`src/rtl/lab3_g29_pkg.sv`:
```
// Shared types and constants for the lab3 g29 round-robin mux arbiter.
// Optional grant counters are enabled by defining LAB3_GRANT_CNT_EN.
package lab3_g29_pkg;
  localparam int NUM_SRC = 4;

  typedef enum logic {IDLE = 1'b0, BUSY = 1'b1} arb_state_t;

  localparam logic [1:0] SEL_A = 2'b00;
  localparam logic [1:0] SEL_B = 2'b01;
  localparam logic [1:0] SEL_C = 2'b10;
  localparam logic [1:0] SEL_D = 2'b11;

  // First set request at or after ptr, wrapping modulo NUM_SRC.
  function automatic logic [1:0] rr_pick(input logic [NUM_SRC-1:0] req,
                                         input logic [1:0] ptr);
    logic [1:0] idx;
    logic       found;
    rr_pick = ptr;
    found   = 1'b0;
    for (int i = 0; i < NUM_SRC; i++) begin
      idx = ptr + 2'(i);
      if (!found && req[idx]) begin
        rr_pick = idx;
        found   = 1'b1;
      end
    end
  endfunction
endpackage

```
`src/rtl/lab3_g29_mux4.sv`:
```
// Parameterized 4:1 combinational mux feeding the arbiter's output register.
module lab3_g29_mux4
  import lab3_g29_pkg::*;
#(
  parameter int WIDTH = 4
) (
  input  logic [WIDTH-1:0] a,
  input  logic [WIDTH-1:0] b,
  input  logic [WIDTH-1:0] c,
  input  logic [WIDTH-1:0] d,
  input  logic [1:0]       sel,
  output logic [WIDTH-1:0] y
);
  always_comb begin
    y = a;
    case (sel)
      SEL_A:   y = a;
      SEL_B:   y = b;
      SEL_C:   y = c;
      SEL_D:   y = d;
      default: y = a;
    endcase
  end
endmodule

```
`src/rtl/lab3_g29_mux_arbiter.sv`:
```
// Four-source round-robin arbiter with registered valid/ready output.
// Define LAB3_GRANT_CNT_EN to add saturating per-source grant counters.
module lab3_g29_mux_arbiter
  import lab3_g29_pkg::*;
#(
  parameter int WIDTH = 4,
  parameter int CNT_W = 8
) (
  input  logic                             clk,
  input  logic                             rst_n,
  input  logic [WIDTH-1:0]                 a,
  input  logic [WIDTH-1:0]                 b,
  input  logic [WIDTH-1:0]                 c,
  input  logic [WIDTH-1:0]                 d,
  input  logic [NUM_SRC-1:0]               req,
  output logic [NUM_SRC-1:0]               ack,
  output logic [1:0]                       sel,
  output logic [WIDTH-1:0]                 y,
  output logic                             y_valid,
`ifdef LAB3_GRANT_CNT_EN
  output logic [NUM_SRC-1:0][CNT_W-1:0]    grant_cnt,
`endif
  input  logic                             y_ready
);
  arb_state_t       state;
  logic [1:0]       ptr;
  logic [1:0]       win;
  logic [WIDTH-1:0] mux_y;
  logic             xfer;

  assign win  = rr_pick(req, ptr);
  assign xfer = (state == BUSY) && y_valid && y_ready;

  lab3_g29_mux4 #(.WIDTH(WIDTH)) u_mux (
    .a(a), .b(b), .c(c), .d(d), .sel(win), .y(mux_y)
  );

  always_ff @(posedge clk or negedge rst_n) begin
    if (!rst_n) begin
      state   <= IDLE;
      ptr     <= SEL_A;
      sel     <= SEL_A;
      y       <= '0;
      y_valid <= 1'b0;
      ack     <= '0;
    end else begin
      ack <= '0;
      case (state)
        IDLE: if (|req) begin
          sel     <= win;
          y       <= mux_y;
          y_valid <= 1'b1;
          state   <= BUSY;
        end
        BUSY: if (xfer) begin
          ack[sel] <= 1'b1;
          y_valid  <= 1'b0;
          ptr      <= sel + 2'd1;
          state    <= IDLE;
        end
        default: state <= IDLE;
      endcase
    end
  end

`ifdef LAB3_GRANT_CNT_EN
  // Counters saturate at all-ones rather than wrapping.
  always_ff @(posedge clk or negedge rst_n) begin
    if (!rst_n) begin
      grant_cnt <= '0;
    end else if (xfer) begin
      for (int i = 0; i < NUM_SRC; i++)
        if (sel == 2'(i) && grant_cnt[i] != {CNT_W{1'b1}})
          grant_cnt[i] <= grant_cnt[i] + 1'b1;
    end
  end
`endif
endmodule
```
`config.mk`:
```
export PLATFORM = sky130hd
export DESIGN_NAME = lab3_g29_mux_arbiter
export DESIGN_NICKNAME = d
export VERILOG_FILES = /design/src/rtl/lab3_g29_pkg.sv /design/src/rtl/lab3_g29_mux4.sv /design/src/rtl/lab3_g29_mux_arbiter.sv
export SDC_FILE = /design/constraint.sdc
export NUM_CORES = 1
export LEC_CHECK = 0
export ABC_AREA = 1
export BUFFER_PORTS_ARGS = -buffer_cell sky130_fd_sc_hd__buf_2
export CAP_MARGIN = 10
export CELL_PAD_IN_SITES_DETAIL_PLACEMENT = 1
export CELL_PAD_IN_SITES_GLOBAL_PLACEMENT = 2
export CORE_MARGIN = 5
export CORE_UTILIZATION = 26
export DETAILED_ROUTE_END_ITERATION = 8
export PLACE_DENSITY = 0.86
export SETUP_SLACK_MARGIN = 0.05
export SLEW_MARGIN = 20
export SYNTH_ARGS = -nofsm -noshare
export SYNTH_HDL_FRONTEND = slang
export SYNTH_HIERARCHICAL = 1
export SYNTH_SLANG_ARGS = --single-unit
```
`constraint.sdc`:
```
create_clock -name clk -period 2.3 [get_ports clk]
set_clock_uncertainty 0.1 [all_clocks]
set_input_delay 0.46 -clock clk [delete_from_list [all_inputs] [get_ports clk]]
set_output_delay 0.46 -clock clk [all_outputs]
set_load 0.02 [all_outputs]
```
**Yosys cells after proc, flatten, opt, wreduce, memory -nomap -nowiden**

Cells that the tools add are included.

- Bitwise gates (word level): 1
- Muxes and demuxes: 25
- Eq/ne operators: 5
- Magnitude comparators: 6
- Reduce and logical (&&, ||, !) cells: 14
- $add $sub $neg: 4

Operator list:

| cell | count |
|---|---|
| $pmux 4 s4 | 1 |
| $lt 2x3->1 const B | 5 |
| $mux 1 | 12 |
| $bmux 1 s2 | 4 |
| $mux 4 | 2 |
| $logic_and 1x1->1 | 6 |
| $mux 2 | 3 |
| $reduce_and 2->1 | 3 |
| $add 2x1->2 const B | 2 |
| $add 2x2->2 const B | 2 |
| $eq 2x2->1 const B | 2 |
| $pmux 1 s2 | 2 |
| $reduce_or 4->1 | 1 |
| $logic_not 1->1 | 3 |
| $demux 1 s2 | 1 |
| $eq 2x1->1 const B | 1 |
| $ge 2x1->1 const B | 1 |
| $logic_not 2->1 | 1 |
| $ne 2x1->1 const B | 1 |
| $ne 2x2->1 const B | 1 |
| $not 1->1 | 1 |

- Output and inout port bits: 11
- Register bits after elaboration: 14
- Word-level logic and storage cells: 61
- Input bits: 23

**Longest topological paths before layout**

Gate-level depths: netlist of the first run.

- Depth after elaboration: 14
- Mapped depth: 18
- Depth with buffers taken out: 16

**Modules after synthesis**

Netlist of the first run, hierarchy kept.

By module, submodules not included:

| module | area an instance (µm²) | sequential area each (µm²) | cells an instance | times used |
|---|---|---|---|---|
| lab3_g29_mux_arbiter | 862.1 | 350.3 | 110 | 1 |
| lab3_g29_mux4 | 141.4 | 0.0 | 25 | 1 |

**Worst setup path after synthesis of the first run**

Ideal clock, no wire load.

- Kind: reg2reg
- Start point: reg ptr[0]
- End point: reg y[0]
- Setup slack: 401 ps
- Buffers on the path: 2
- Cell stages (with the launch flop): 18
- Data required time: 2083 ps
- Arrival time: 1682 ps
- Library setup time: 117 ps
- Period minus slack after synthesis: 1899 ps
- Cell sequence: dfrtp_1 -> buf_6 -> inv_8 -> nand2_1 -> nand2_2 -> nand2_2 -> nand2_4 -> clkinv_4 -> nand4_4 -> clkinv_1 -> nand2_1 -> and2_1 -> buf_6 -> inv_2 -> nand3_1 -> nand4_1 -> nand2_1 -> nand2_1

- Longest elaborated chain between the ends: 14
- Elaborated cells between the ends (all ways): 28
- Those cells by class: 3 x add/sub; 3 x eq/ne; 15 x mux; 7 x reduce/logical

Ends and longest elaborated chain:

| element | RTL line | text |
|---|---|---|
| start: declaration | lab3_g29_mux_arbiter.sv:26 | `logic [1:0] ptr;` |
| start signal: assignment | lab3_g29_mux_arbiter.sv:58 | `ptr <= sel + 2'd1;` |
| parallel branches: the longest is 11 deep, another holds $add 2x1->2 | -- |  |
| $mux 2 * | lab3_g29_pkg.sv:22 | `if (!found && req[idx]) begin` |
| via win[1] | lab3_g29_mux_arbiter.sv:27 | `logic [1:0] win;` |
| $eq 2x2->1, or another cell as far along | lab3_g29_mux4.sv:16 | `case (sel)` |
| $pmux 4 s4 * | lab3_g29_mux4.sv:16 |  |
| via mux_y[0] | lab3_g29_mux_arbiter.sv:28 | `logic [WIDTH-1:0] mux_y;` |
| end signal: assignment | lab3_g29_mux_arbiter.sv:51 | `y <= mux_y;` |
| end: declaration | lab3_g29_mux_arbiter.sv:18 | `output logic [WIDTH-1:0] y,` |

Mark *: on every way through the listed nets, which the timed path passes. The select of a mux whose other input is x is not followed.
A chain may end at the register's enable or synchronous reset.

**Final worst setup path of the first run**

- Start point: reg ptr[0]
- End point: reg y[3]

The elaborated chain is that of the path after synthesis.

==> results of run 1 <==
stage by stage:
step / power (mW) / hold WS (ps) / utilization / setup WS, ps
detailed placement: 1.91 / 278 / 0.328 / -80.7
global placement: 1.85 / 264 / 0.328 / 46.3
floorplan: 1.63 / 64.4 / - / 401
finish: 2.38 / 9.23 / 0.374 / 164
CTS: 2.21 / 14.0 / 0.350 / 94.4
global route: 2.62 / 30.9 / 0.374 / 34.7
critical path, cell delays in order, from the launching register on:
cell	delay (ps)
dfrtp_2	470
buf_12	160
nand2_2	70
nand3_2	100
nand2_4	130
nand2_4	70
nand2_1	50
nand2_1	50
nand2_1	70
nand3_2	70
and2_4	190
buf_6	130
nand3_1	90
nand4_1	110
nand2_1	90
nand2_1	50
worst paths after layout:
check	start	endpoint	slack (ps)
max in group asynchronous	rst_n	ptr[0]	1830
worst min-delay path	rst_n	y_valid	9
worst max register to register	ptr[0]	y[3]	160
worst max-delay path	ptr[0]	y[3]	160
min in group clk	y[1]	y[1]	380
worst min register to register	y[1]	y[1]	380
area by class of cell:
| class | count | area, um^2 |
|---|---|---|
| fillers | 480 | 2310 |
| multi-input cells | 104 | 607 |
| inverters | 14 | 67.6 |
| clock buffers | 3 | 41.3 |
| repair buffers | 42 | 253 |
| flip-flops and latches | 14 | 353 |
| well taps | 48 | 60.1 |
synth_stat cells, drive strengths merged:
master  count
a21oi       1
and2        1
buf         3
clkinv      2
dfrtp      14
ha          4
inv        12
nand2      59
nand3      19
nand4       6
nor2        7
nor4        1
o21a        1
o21ai       4
xor2        1
metal layers:
layer | up-vias | share of wire | track usage
met1 | 501 | 0.42 | 0.155
met2 | 32 | 0.51 | 0.191
li1 | 514 | - | -
met4 | 0 | 0 | 0.0125
met5 | - | 0 | 0
met3 | 0 | 0.070 | 0.0360
cell families after synthesis:
group           share of synthesized area
simple gates                        0.454
buf+inv                            0.0985
flops                               0.349
compound gates                     0.0324
fa+ha+maj                          0.0499
xor+xnor                           0.0162
state kept, by name, summed over array words and instances, names as in the netlist:
signal,count
ack,4
y,4
ptr,2
sel,2
state,1
y_valid,1
power breakdown:
part	total [mW]	internal (mW)	switching, mW
clock network	0.198	0.116	0.0821
logic	1.73	0.659	1.07
registers	0.459	0.351	0.108
timing repair:
action | CTS | global route
pin swaps | 1 | 9
hold buffers | 0 | 0
endpoints found under the setup margin | 4 | 4
buffers inserted | 2 | 5
hold endpoints to repair | 0 | 0
gates resized for setup | 7 | 13
==> flow_summary.html, run 1 <==
<table>
<tr><th>Metric</th><th>Value</th></tr>
<tr><th colspan="2">Die</th></tr>
<tr><td>Die outline height</td><td>between 70 and 80 um</td></tr>
<tr><td>Die Width</td><td>slightly above 70 um</td></tr>
<tr><td>Number of top-level design ports</td><td>34</td></tr>
<tr><td>Std cell rows</td><td>22</td></tr>
<tr><td>Die Outline Area</td><td>about 5200 um^2</td></tr>
<tr><td>Effective utilization at floorplan</td><td>0.272</td></tr>
<tr><td>Area inside the core boundary</td><td>between 3000 and 4000 um^2</td></tr>
<tr><th colspan="2">Clocking</th></tr>
<tr><td>Maximum root-to-sink buffer count</td><td>2</td></tr>
<tr><td>Clock slew at reported path FFs</td><td>~60 ps</td></tr>
<tr><td>CTS tree</td><td>built</td></tr>
<tr><td>Clk Latency, worst-skew pair</td><td>roughly 240 ps</td></tr>
<tr><td>H-tree level count</td><td>1</td></tr>
<tr><td>Num CTS Buffers</td><td>3</td></tr>
<tr><td>Clock Root Buffer</td><td>clkbuf_8</td></tr>
<tr><td>Sink Count</td><td>14</td></tr>
<tr><th colspan="2">Global route</th></tr>
<tr><td>Wire length of the first global-routing pass</td><td>4.89 mm</td></tr>
<tr><td>Antenna violations before repair</td><td>0</td></tr>
<tr><td>Congestion Overflow GR</td><td>0</td></tr>
<tr><td>Via count of the first global-routing pass</td><td>approximately 1100</td></tr>
<tr><td>GRT Resource Usage Total</td><td>0.116</td></tr>
<tr><td>Largest net degree at the start of global routing</td><td>15</td></tr>
<tr><th colspan="2">Pwr</th></tr>
<tr><td>Peak ir drop on the vdd network</td><td>a little over 0.6 mV</td></tr>
<tr><td>Static Leakage</td><td>0.737 nW</td></tr>
<tr><td>Total power divided by cell area</td><td>1730 nW/um^2</td></tr>
<tr><th colspan="2">Worst setup path</th></tr>
<tr><td>Startpoint Class</td><td>register</td></tr>
<tr><td>Kind of critical path</td><td>register to register</td></tr>
<tr><td>Arrival time of the worst setup path</td><td>around 2200 ps</td></tr>
<tr><td>Count of cells along the worst register-to-register path</td><td>15</td></tr>
<tr><td>Critical-path maximum fanout</td><td>8</td></tr>
<tr><td>Crit. End Element</td><td>register</td></tr>
<tr><td>Data required time of the worst path</td><td>roughly 2300 ps</td></tr>
<tr><th colspan="2">Routing</th></tr>
<tr><td>Post-route antenna net violation count</td><td>0</td></tr>
<tr><td>Average routed wire per standard cell</td><td>~14 um</td></tr>
<tr><td>Total detailed-routing wirelength</td><td>approximately 3 mm</td></tr>
<tr><td>Detailed-route DRC error count</td><td>0</td></tr>
<tr><td>Starting DRC count in detailed routing</td><td>between 60 and 70</td></tr>
<tr><td>Detailed-routing iteration count for the pre-antenna-repair pass</td><td>4</td></tr>
<tr><td>Vias per cell</td><td>roughly 4.7</td></tr>
<tr><td>Vias post-DR</td><td>1047</td></tr>
<tr><th colspan="2">Cells and area</th></tr>
<tr><td>Leading cell types in the layout, fill and taps excluded</td><td>nand2_1 (46), buf_2 (33), nand3_1 (15)</td></tr>
<tr><td>Post-route insts no fill</td><td>approximately 230</td></tr>
<tr><td>Layout Nets</td><td>slightly above 200</td></tr>
<tr><td>Fraction of final layout cells with drive strength greater than 1</td><td>0.424</td></tr>
<tr><td>Antenna Cells</td><td>0</td></tr>
<tr><td>Layout overhead on the synthesized area</td><td>37.7%</td></tr>
<tr><td>Final instance area</td><td>about 1400 um^2</td></tr>
<tr><td>Most common cell after layout, fill and taps aside</td><td>nand2_1</td></tr>
<tr><th colspan="2">Place</th></tr>
<tr><td>Placed instance count</td><td>between 200 and 250</td></tr>
<tr><td>Placed wire-length estimate after detailed placement</td><td>about 2.3 mm</td></tr>
<tr><td>Placer congestion estimate</td><td>just over 0.8</td></tr>
<tr><td>Number of I/O port buffers</td><td>33</td></tr>
<tr><td>Area after DPL</td><td>roughly 1200 um^2</td></tr>
<tr><th colspan="2">Run</th></tr>
<tr><td>Max capacitance violation total</td><td>0</td></tr>
<tr><th colspan="2">STA</th></tr>
<tr><td>Final setup violation count</td><td>0</td></tr>
<tr><td>Slew of the pin with the lowest slew margin</td><td>369 ps</td></tr>
<tr><td>Final max-slew violation count</td><td>0</td></tr>
<tr><td>Period minus WS final</td><td>between 2000 and 2500 ps</td></tr>
<tr><td>Hold violation total from the final report</td><td>0</td></tr>
<tr><td>Max transition margin</td><td>0.753</td></tr>
<tr><td>Setup repair after global routing missed its margin</td><td>false</td></tr>
<tr><td>Maximum clock frequency</td><td>between 400 and 500 MHz</td></tr>
<tr><td>Total negative slack</td><td>0 ps</td></tr>
<tr><td>Final Cycle Share</td><td>0.929</td></tr>
<tr><th colspan="2">Yosys</th></tr>
<tr><td>Post-synthesis area per instance</td><td>between 7 and 8 um^2</td></tr>
<tr><td>Share of the synthesized area in the top cell type</td><td>0.349</td></tr>
<tr><td>Synthesized instance count</td><td>135</td></tr>
<tr><td>Number of synthesized register bits</td><td>14</td></tr>
<tr><td>Number of distinct library cell variants in the gate-level netlist after synthesis</td><td>23</td></tr>
<tr><td>Yosys top cell by area</td><td>dfrtp_1</td></tr>
<tr><td>Post-Synthesis Cell Area</td><td>between 1000 and 1500 um^2</td></tr>
<tr><td>Proportion of synthesized chip area in sequential cells</td><td>0.349</td></tr>
<tr><td>Syn_nets</td><td>roughly 160</td></tr>
<tr><td>Total number of yosys warnings</td><td>6</td></tr>
<tr><td>Ranking of synthesized cells by area</td><td>dfrtp_1 (35%), nand2_1 (18%), nand3_1 (9.5%)</td></tr>
<tr><th colspan="2">Hold path</th></tr>
<tr><td>Kind of path behind the tightest hold check</td><td>input port to async pin</td></tr>
<tr><th colspan="2">Outcome</th></tr>
<tr><td>Result of the run</td><td>finished clean</td></tr>
</table>
Power figures use the tool's default switching activity.
==> run 2, diff against run 1 <==
Settings changed: GPL_TIMING_DRIVEN set to 0.
==> flow_summary.html, run 2 (synthesis results as in run 1) <==
<table>
<tr><th>Metric</th><th>Value</th></tr>
<tr><th colspan="2">Place</th></tr>
<tr><td>Placed instance count</td><td>216 (+0.47%)</td></tr>
<tr><td>Number of I/O port buffers</td><td>33 (unchanged)</td></tr>
<tr><td>Placer congestion estimate</td><td>0.794 (-3.9%)</td></tr>
<tr><td>Placed wire-length estimate after detailed placement</td><td>2.16 mm (-7.4%)</td></tr>
<tr><th colspan="2">Cells and area</th></tr>
<tr><td>Most common cell after layout, fill and taps aside</td><td>nand2_1</td></tr>
<tr><td>Largest registers in the final layout</td><td>ack: 4 flops, y: 4 flops</td></tr>
<tr><td>Area occupied by multi-input gates</td><td>599 um^2 (-1.2%)</td></tr>
<tr><td>Fraction of final layout cells with drive strength greater than 1</td><td>0.424 (unchanged)</td></tr>
<tr><td>Layout overhead on the synthesized area</td><td>39.2%</td></tr>
<tr><td>Antenna Cells</td><td>0 (unchanged)</td></tr>
<tr><td>Flip-flop and latch area</td><td>352 um^2 (-0.35%)</td></tr>
<tr><td>Layout Nets</td><td>205 (-0.49%)</td></tr>
<tr><td>Post-route insts no fill</td><td>225 (unchanged)</td></tr>
<tr><td>Leading cell types in the layout, fill and taps excluded</td><td>nand2_1 (43), buf_2 (33), nand3_1 (17)</td></tr>
<tr><td>Filler cell count</td><td>488 (+1.7%)</td></tr>
<tr><th colspan="2">Die</th></tr>
<tr><td>Area inside the core boundary</td><td>3690 um^2 (unchanged)</td></tr>
<tr><td>Die Width</td><td>72.1 um (unchanged)</td></tr>
<tr><td>Std cell rows</td><td>22 (unchanged)</td></tr>
<tr><td>Number of top-level design ports</td><td>34 (unchanged)</td></tr>
<tr><td>Die outline height</td><td>72.1 um (unchanged)</td></tr>
<tr><td>Effective utilization at floorplan</td><td>0.272 (unchanged)</td></tr>
<tr><td>Die Outline Area</td><td>5200 um^2 (unchanged)</td></tr>
<tr><th colspan="2">Clocking</th></tr>
<tr><td>Clk Latency, worst-skew pair</td><td>240 ps (about the same)</td></tr>
<tr><td>Clock slew at reported path FFs</td><td>60 ps (about the same)</td></tr>
<tr><td>Clock Root Buffer</td><td>clkbuf_8</td></tr>
<tr><td>CTS tree</td><td>built</td></tr>
<tr><td>Num CTS Buffers</td><td>3 (unchanged)</td></tr>
<tr><td>H-tree level count</td><td>1 (unchanged)</td></tr>
<tr><td>Maximum root-to-sink buffer count</td><td>2 (unchanged)</td></tr>
<tr><td>Sink Count</td><td>14 (unchanged)</td></tr>
<tr><th colspan="2">STA</th></tr>
<tr><td>Slew of the pin with the lowest slew margin</td><td>532 ps (+163 ps)</td></tr>
<tr><td>Final max-slew violation count</td><td>0 (unchanged)</td></tr>
<tr><td>Max transition margin</td><td>0.644 (-0.109)</td></tr>
<tr><td>Final Cycle Share</td><td>0.911 (-0.0181)</td></tr>
<tr><td>Setup repair after global routing missed its margin</td><td>false</td></tr>
<tr><td>Hold violation total from the final report</td><td>0 (unchanged)</td></tr>
<tr><td>Total negative slack</td><td>0 ps (unchanged)</td></tr>
<tr><td>Maximum clock frequency</td><td>477 MHz (+2.0%)</td></tr>
<tr><td>Final setup violation count</td><td>0 (unchanged)</td></tr>
<tr><td>Period minus WS final</td><td>2090 ps (-41.6 ps)</td></tr>
<tr><th colspan="2">Routing</th></tr>
<tr><td>Vias per cell</td><td>4.53 (-2.7%)</td></tr>
<tr><td>Detailed-route DRC error count</td><td>0 (unchanged)</td></tr>
<tr><td>Starting DRC count in detailed routing</td><td>38 (-40%)</td></tr>
<tr><td>Vias post-DR</td><td>1019 (-2.7%)</td></tr>
<tr><td>Post-route antenna net violation count</td><td>0 (unchanged)</td></tr>
<tr><td>Average routed wire per standard cell</td><td>12.3 um (-9.6%)</td></tr>
<tr><td>Detailed-routing iteration count for the pre-antenna-repair pass</td><td>2 (-2)</td></tr>
<tr><td>Total detailed-routing wirelength</td><td>2.77 mm (-9.6%)</td></tr>
<tr><th colspan="2">Pwr</th></tr>
<tr><td>Peak ir drop on the vdd network</td><td>0.715 mV (+18%)</td></tr>
<tr><td>Total power divided by cell area</td><td>1800 nW/um^2 (+4.3%)</td></tr>
<tr><td>Static Leakage</td><td>0.743 nW (+0.94%)</td></tr>
<tr><th colspan="2">Global route</th></tr>
<tr><td>Wire length of the first global-routing pass</td><td>4.78 mm (-2.3%)</td></tr>
<tr><td>Largest net degree at the start of global routing</td><td>15 (unchanged)</td></tr>
<tr><td>GRT Resource Usage Total</td><td>0.113 (-0.00314)</td></tr>
<tr><td>Antenna violations before repair</td><td>0 (unchanged)</td></tr>
<tr><td>Via count of the first global-routing pass</td><td>1059 (+0.38%)</td></tr>
<tr><td>Congestion Overflow GR</td><td>0 (unchanged)</td></tr>
<tr><th colspan="2">Worst setup path</th></tr>
<tr><td>Data required time of the worst path</td><td>2330 ps (about the same)</td></tr>
<tr><td>Crit. End Element</td><td>register</td></tr>
<tr><td>Startpoint Class</td><td>register</td></tr>
<tr><td>Kind of critical path</td><td>register to register</td></tr>
<tr><td>Critical-path maximum fanout</td><td>7 (-1)</td></tr>
<tr><td>Arrival time of the worst setup path</td><td>2130 ps (-40 ps)</td></tr>
<tr><th colspan="2">Run</th></tr>
<tr><td>Max capacitance violation total</td><td>0 (unchanged)</td></tr>
<tr><th colspan="2">Hold path</th></tr>
<tr><td>Kind of path behind the tightest hold check</td><td>input port to async pin</td></tr>
<tr><th colspan="2">Outcome</th></tr>
<tr><td>Result of the run</td><td>finished clean</td></tr>
</table>
==> run 2: path summary, 6_finish.rpt <==
check | startpoint | to | slack [ps] | depth (start not counted)
setup / recovery | ptr[1] | y[1] | 210 | 16
setup reg to reg | ptr[1] | y[1] | 210 | 16
max in group asynchronous | rst_n | ptr[1] | 1830 | 1
hold / removal | rst_n | y_valid | 6 | 1
hold reg to reg | y[0] | y[0] | 380 | 2
min in group clk | y[0] | y[0] | 380 | 2
==> run 2: what timing repair did <==
item                                    CTS  global route
endpoints found under the setup margin    0             4
hold buffers                              0             0
gates resized for setup                   0            18
setup buffers                             0             3
==> run 2: layer usage <==
layer / vias up / GRT usage / wire length [um]
li1: 517 / - / -
met1: 469 / 0.140 / 1220
met2: 30 / 0.189 / 1300
met3: 3 / 0.0360 / 235
met4: 0 / 0.0313 / 21
met5: - / 0 / 0
==> run 2: stage by stage <==
step                      instance area (um^2)   util  setup slack, ps  hold WS [ps]  total power [mW]
after floorplan                           1000      -              401          64.4              1.63
after global routing                      1400  0.379             57.5          25.7              2.77
final                                     1400  0.379              205          6.13              2.51
after detailed placement                  1230  0.333              143           275              1.99
after global placement                    1230  0.333              193           262              1.92
after CTS                                 1280  0.348              133          10.2              2.24
==> run 2: final cells by class <==
type	count	share of cell area
tap	48	0.0430
inverter	14	0.0520
sequential	14	0.252
timing repair buffer	38	0.158
buffer	3	0.0269
clock buffer	4	0.0394
multi-input combinational	104	0.429
==> run 2: worst max-delay path, stage by stage, from the launching register on <==
cell	delay, ps
dfrtp_2	490
inv_4	120
nand2_2	70
nand2_4	80
nand2_2	70
nand2_4	90
clkinv_4	70
nand4_4	90
clkinv_1	80
nand2_1	80
and2_4	170
buf_8	120
inv_2	50
nand3_1	70
nand4_1	110
nand2_1	80
nand2_1	50
==> run 2: where the power goes <==
| group | leakage, nW | internal (mW) | switching [mW] |
|---|---|---|---|
| Sequential | 0.174 | 0.349 | 0.0913 |
| Combinational | 0.541 | 0.764 | 1.07 |
| Clock | 0.0288 | 0.151 | 0.0862 |
